[config.mk]
export PLATFORM = sky130hd
export DESIGN_NAME = dds_multi_lut
export DESIGN_NICKNAME = d
export VERILOG_FILES = /design/src/rtl/dds_pkg.sv /design/src/rtl/dds_lut_ram.sv /design/src/rtl/dds_multi_lut.sv
export SDC_FILE = /design/constraint.sdc
export NUM_CORES = 1
export LEC_CHECK = 0
export CORE_MARGIN = 5
export CORE_UTILIZATION = 53
export DETAILED_ROUTE_END_ITERATION = 7
export HOLD_SLACK_MARGIN = 0.02
export PLACE_DENSITY_LB_ADDON = 0.2
export SYNTH_ARGS = -nofsm -noshare
export SYNTH_HDL_FRONTEND = slang
export SYNTH_SLANG_ARGS = --single-unit
[constraint.sdc]
create_clock -name clk -period 2.8 [get_ports clk]
set_input_delay 0.42 -clock clk [delete_from_list [all_inputs] [get_ports clk]]
set_output_delay 0.42 -clock clk [all_outputs]
set_load 0.005 [all_outputs]
[src/rtl/dds_pkg.sv]
// ============================================================================
// dds_pkg : shared width helpers, slot tag type and phase-to-LUT address map
// Revision: 1.0
// ============================================================================
`default_nettype none

package dds_pkg;

   typedef logic [2:0] slot_t;

   typedef struct packed {
      logic [31:0] addr;
      logic        neg;
   } lut_req_t;

   function automatic int clog2_min1(input int n);
      return (n <= 2) ? 1 : $clog2(n);
   endfunction

   // Quarter mode folds the phase onto one quadrant: MSB gives the sign,
   // the next bit mirrors the index so the table is read back-to-front.
   function automatic lut_req_t phase_to_addr(input logic [31:0] acc,
                                              input int          pw,
                                              input int          aw,
                                              input bit          quarter);
      lut_req_t    r;
      logic [31:0] mask;
      logic [31:0] idx;
      mask  = (32'd1 << aw) - 32'd1;
      r.neg = 1'b0;
      if (quarter) begin
         idx = (acc >> (pw - 2 - aw)) & mask;
         if (((acc >> (pw - 2)) & 32'd1) != 32'd0) begin
            idx = ~idx & mask;
         end
         r.neg = ((acc >> (pw - 1)) & 32'd1) != 32'd0;
      end else begin
         idx = (acc >> (pw - aw)) & mask;
      end
      r.addr = idx;
      return r;
   endfunction

endpackage

`default_nettype wire

[src/rtl/dds_lut_ram.sv]
// ============================================================================
// dds_lut_ram : DEPTH x WW waveform table, sync write, registered read
// Revision: 1.0
// ============================================================================
`default_nettype none

module dds_lut_ram #(
   parameter int WW    = 6,
   parameter int DEPTH = 16,
   parameter int AW    = 4
) (
   input  logic          clk,
   input  logic          wr_en_i,
   input  logic [AW-1:0] wr_addr_i,
   input  logic [WW-1:0] wr_data_i,
   input  logic [AW-1:0] rd_addr_i,
   output logic [WW-1:0] rd_data_o
);

   logic [WW-1:0] mem_q [DEPTH];
   logic [WW-1:0] rd_data_q;

   // Both accesses sit in one edge, so a colliding read sees the old word.
   always_ff @(posedge clk) begin
      if (wr_en_i) begin
         mem_q[wr_addr_i] <= wr_data_i;
      end
      rd_data_q <= mem_q[rd_addr_i];
   end

   assign rd_data_o = rd_data_q;

endmodule

`default_nettype wire

[src/rtl/dds_multi_lut.sv]
// ============================================================================
// dds_multi_lut : multi-channel DDS sharing one reprogrammable waveform LUT
// Revision: 1.0
// ============================================================================
`default_nettype none

module dds_multi_lut
   import dds_pkg::*;
#(
   parameter  int WW       = 6,
   parameter  int DEPTH    = 16,
   parameter  int CHANNELS = 2,
   parameter  int PW       = 12,
   parameter  int QUARTER  = 1,
   localparam int AW       = $clog2(DEPTH),
   localparam int CW       = clog2_min1(CHANNELS)
) (
   input  logic                     clk,
   input  logic                     rst,
   input  logic                     run_i,
   input  logic                     phase_clr_i,
   input  logic                     lut_we_i,
   input  logic [AW-1:0]            lut_wa_i,
   input  logic [WW-1:0]            lut_wd_i,
   input  logic                     ftw_we_i,
   input  logic [CW-1:0]            ftw_ch_i,
   input  logic [PW-1:0]            ftw_wd_i,
   output logic [CHANNELS*WW-1:0]   sample_o,
   output logic                     frame_strobe_o
);

   localparam logic [WW-1:0] MAG_MASK = (QUARTER != 0) ? {1'b0, {(WW-1){1'b1}}}
                                                        : {WW{1'b1}};
   localparam logic [CW-1:0] LAST_SLOT = CW'(CHANNELS - 1);

   logic [CW-1:0] slot_q;
   logic [CW-1:0] slot_d;
   logic [PW-1:0] acc_q [CHANNELS];
   logic [PW-1:0] ftw_q [CHANNELS];

   logic          s1_vld_q;
   slot_t         s1_ch_q;
   logic          s1_neg_q;
   logic [AW-1:0] addr_q;
   logic          s2_vld_q;
   slot_t         s2_ch_q;
   logic          s2_neg_q;
   logic [WW-1:0] sample_q [CHANNELS];
   logic          frame_strobe_q;

   logic          w_issue;
   lut_req_t      w_req;
   logic [WW-1:0] w_rd_data;
   logic [WW-1:0] w_mag;
   logic [WW-1:0] w_val;

   assign w_issue = run_i & ~phase_clr_i;
   assign w_req   = phase_to_addr(32'(acc_q[slot_q]), PW, AW, QUARTER != 0);

   always_comb begin
      slot_d = slot_q;
      if (phase_clr_i) begin
         slot_d = '0;
      end else if (run_i) begin
         slot_d = (slot_q == LAST_SLOT) ? '0 : slot_q + CW'(1);
      end
   end

   always_ff @(posedge clk) begin
      if (rst) begin
         slot_q <= '0;
         for (int c = 0; c < CHANNELS; c++) begin
            acc_q[c] <= '0;
         end
      end else begin
         slot_q <= slot_d;
         if (phase_clr_i) begin
            for (int c = 0; c < CHANNELS; c++) begin
               acc_q[c] <= '0;
            end
         end else if (run_i) begin
            acc_q[slot_q] <= acc_q[slot_q] + ftw_q[slot_q];
         end
      end
   end

   always_ff @(posedge clk) begin
      if (rst) begin
         for (int c = 0; c < CHANNELS; c++) begin
            ftw_q[c] <= '0;
         end
      end else if (ftw_we_i && (int'(ftw_ch_i) < CHANNELS)) begin
         ftw_q[ftw_ch_i] <= ftw_wd_i;
      end
   end

   // Three-stage read pipeline: address, LUT data, sample register.
   always_ff @(posedge clk) begin
      if (rst) begin
         s1_vld_q       <= 1'b0;
         s1_ch_q        <= '0;
         s1_neg_q       <= 1'b0;
         addr_q         <= '0;
         s2_vld_q       <= 1'b0;
         s2_ch_q        <= '0;
         s2_neg_q       <= 1'b0;
         frame_strobe_q <= 1'b0;
      end else begin
         s1_vld_q       <= w_issue;
         s1_ch_q        <= slot_t'(slot_q);
         s1_neg_q       <= w_req.neg;
         addr_q         <= AW'(w_req.addr);
         s2_vld_q       <= s1_vld_q;
         s2_ch_q        <= s1_ch_q;
         s2_neg_q       <= s1_neg_q;
         frame_strobe_q <= s2_vld_q && (s2_ch_q == slot_t'(CHANNELS - 1));
      end
   end

   dds_lut_ram #(
      .WW    (WW),
      .DEPTH (DEPTH),
      .AW    (AW)
   ) u_lut (
      .clk       (clk),
      .wr_en_i   (lut_we_i),
      .wr_addr_i (lut_wa_i),
      .wr_data_i (lut_wd_i),
      .rd_addr_i (addr_q),
      .rd_data_o (w_rd_data)
   );

   // Full mode never raises neg and keeps every data bit, so one path serves both.
   assign w_mag = w_rd_data & MAG_MASK;
   assign w_val = s2_neg_q ? (~w_mag + WW'(1)) : w_mag;

   for (genvar c = 0; c < CHANNELS; c++) begin : g_ch
      always_ff @(posedge clk) begin
         if (rst) begin
            sample_q[c] <= '0;
         end else if (s2_vld_q && (s2_ch_q == slot_t'(c))) begin
            sample_q[c] <= w_val;
         end
      end
      assign sample_o[c*WW +: WW] = sample_q[c];
   end

   assign frame_strobe_o = frame_strobe_q;

endmodule

`default_nettype wire

==> summary.md <==
| Metric | Value |
|---|---|
| Status | `finished, final reports clean` |
| GRT overflow | `0` |
| Root Driver | `clkbuf_16` |
| Period utilization | `between 90% and 100%` |
| Ant diodes | `0` |
| RSZ-0062 raised after global routing | `no` |
| WHS | `about 0.44 ns` |
| Post-Syn Nets | `about 460` |
| Inserted Clock Buffers | `17` |
| Total GRT Usage | `16.7%` |
| Worst Hold Class | `reg2reg` |
| Final ANT Viol Nets | `0` |
| Row cnt | `slightly above 40` |
| Max-slew headroom | `about 36%` |
| Slowest-stage cell, CP | `fa_1` |
| FF+latch count, synth | `158` |
| Worst VDD drop | `approximately 580 µV` |
| Initial antenna violation count | `0` |
| Lkg Pwr | `approximately 2.8 nW` |
| Starting density of the core | `approximately 53%` |
| Most frequent cells in the layout | `edfxtp_1 (140), nor2_1 (51), clkdlybuf4s50_1 (40)` |
| Largest fanout on the critical path | `9` |
| Syn Area/Cell | `between 15 and 20 µm²` |
| Final setup vio count | `0` |
| Syn Std Cell Area | `6690 µm²` |
| Maximum clock frequency | `roughly 380 MHz` |
| Clock Skew | `between 0.009 and 0.01 ns` |
| Die width | `approximately 120 µm` |
| Setup_tns | `0 ns` |
| CTS hold repair buffers | `0` |
| Layout cell share with drive strength beyond 1 | `between 10% and 20%` |
| Skew-Pair Late Insertion Delay | `about 0.42 ns` |
| Power density over cell area | `710 nW/µm²` |
| Post-Route WL | `11.4 mm` |
| Drt wl/cell | `around 17 µm` |
| Die Span Y | `roughly 120 µm` |
| Post-synth EDFFs | `140` |
| Cell chain of the critical path | `buf_4, mux2_2, fa_1, a21oi_1, o21ai_0, a21oi_1, xor2_1, nor2_1` |
| Fin nets | `517` |
| Final Slew Violations | `0` |
| Reg clk slew, reported paths | `roughly 0.06 ns` |
| Vias in the first global route | `roughly 3500` |
| P&R area growth vs syn | `18.9%` |
| Min Tclk post-route | `2.61 ns` |
| TritonCTS clock tree | `yes` |
| Largest net degree at the start of global routing | `21` |
| Crit-path max cell delay | `between 0.4 and 0.5 ns` |
| Placer congestion estimate | `approximately 0.84` |
| Cell repeated most along the worst path | `a21oi_1` |
| Area of the core | `~13000 µm²` |
| Kind of critical path | `reg2reg` |
| Unique masters post-synth | `39` |
| Worst Path Arrival | `between 2 and 3 ns` |
| Fraction of registers with async set/reset | `0%` |
| Commonest non-fill, non-tap cell in the layout | `edfxtp_1` |
| Dpl hpwl | `7.89 mm` |
| Seq/Total Area, Yosys | `between 60 and 70%` |
| Port Buffers | `40` |
| Mapped Cells | `around 420` |
| Final core occ | `63.6%` |
| Synth warn | `0` |
| Final hold vios | `0` |
| Sinks on Clock Net | `roughly 160` |
| Max-Cap Viols | `0` |
| Die area | `about 15000 µm²` |
| # DRC | `0` |
| Synth Flop Type | `edfxtp_1` |
| First-pass detailed-route iteration total | `4` |
| Via count | `between 3000 and 4000` |
| CP Capture Type | `flip-flop` |
| Measured slew at the worst slew-check pin | `roughly 0.95 ns` |
| Post-cts gate resize count | `0` |
| Initial DRC Count | `between 200 and 250` |
| Clock Path Buffers | `2` |
| Post-CTS setup buffer count | `0` |
| Critical Path Source Type | `flip-flop` |
| Io pins | `42` |
| First-pass GRT wire length | `about 18 mm` |
| Max H-tree Level | `4` |
| Worst Path Required | `between 2 and 3 ns` |
| DR vias/cell | `about 5.3` |
layout make-up:
type,count,area [µm²]
flip-flops and latches,158,4560
fillers,951,4560
multi-input cells,233,2010
repair buffers,54,505
clock buffers,21,460
well taps,172,215
clock inverters,11,154
inverters,11,41.3
critical path, delay by kind of cell, from the launching register on:
family	cells	cell delay [ns]
compound gates	3	0.56
xor+xnor	1	0.24
fa+ha+maj	1	0.44
buf+inv	1	0.23
flops	1	0.42
mux	1	0.39
simple gates	1	0.06
worst paths after layout:
path                  start     endpoint  slack [ns]  depth (start not counted)
setup / recovery  flip-flop  acc_q[0][6]        0.19                          8
hold / removal     s1_vld_q     s2_vld_q        0.44                          1
setup reg to reg  flip-flop  acc_q[0][6]        0.19                          8
hold reg to reg    s1_vld_q     s2_vld_q        0.44                          1
flip-flops by register name, summed over array words and instances (netlist names), named ones only:
signal and flops:
s2_vld_q 1, frame_strobe_o 1, acc_q 24, s1_ch_q 1
u_lut.rd_data_o 5, s1_vld_q 1, s2_neg_q 1, s2_ch_q 1
s1_neg_q 1, sample_q 12, addr_q 4, slot_q 1
ftw_q 24, u_lut.mem_q 80
cells in the mapped netlist (2+ instances only):
| cell | n | share of area [%] |
|---|---|---|
| nor2_1 | 51 | 2.9 |
| buf_2 | 2 | 0.15 |
| o211ai_1 | 5 | 0.56 |
| nor2b_1 | 10 | 0.94 |
| mux2_2 | 21 | 3.5 |
| nand3_1 | 5 | 0.37 |
| nor3b_1 | 3 | 0.34 |
| mux4_2 | 11 | 3.7 |
| xnor2_1 | 11 | 1.4 |
| buf_6 | 2 | 0.34 |
| nand3b_1 | 4 | 0.45 |
| a21o_1 | 2 | 0.22 |
| nand2b_1 | 4 | 0.37 |
| mux4_1 | 14 | 5.5 |
| and2_1 | 24 | 2.2 |
| inv_1 | 11 | 0.62 |
| edfxtp_1 | 140 | 63 |
| a21oi_1 | 11 | 0.82 |
| mux2i_1 | 3 | 0.45 |
| nor3_1 | 9 | 0.67 |
| o21ai_0 | 6 | 0.45 |
| clkbuf_1 | 9 | 0.50 |
| or2_2 | 2 | 0.19 |
| nand2_1 | 7 | 0.39 |
| ha_1 | 12 | 2.2 |
| dfxtp_1 | 18 | 5.4 |
| xor2_1 | 7 | 0.92 |
routing by layer:
layer	share of wire [%]	wire length (µm)	vias to the layer above	track usage, %
met4	1.4	162	0	6.09
li1	-	-	1699	-
met2	46	5210	87	24.1
met5	0	0	-	0
met1	48	5420	1696	24.3
met3	5.1	581	16	4.79
stage by stage:
stage	total power [mW]	cells	instance area [µm²]	setup WS (ns)
floorplan	3.16	416	6690	0.00101
global placement	3.33	628	7340	0.214
detailed placement	3.35	628	7340	0.191
CTS	5.69	660	7960	0.187
global route	5.87	660	7960	0.00298
finish	5.65	660	7960	0.189
cell families (layout without fill, tap and decap cells):
family,Yosys count,after routing,share of synthesized area (%)
multiplexers,49,49,13.2
flip-flops,158,158,68.2
AO/OA/AOI/OAI,28,28,2.52
adder cells (fa/ha/maj),13,13,2.54
buffers and inverters,25,97,1.66
AND/OR/NAND/NOR,125,125,9.50
XOR/XNOR,18,18,2.36
where the power goes:
group | internal, mW | switching, mW
registers | 2.68 | 0.0441
logic | 0.277 | 0.296
clock network | 1.46 | 0.893
total | 4.42 | 1.23
(Power assumes the default switching activity.)
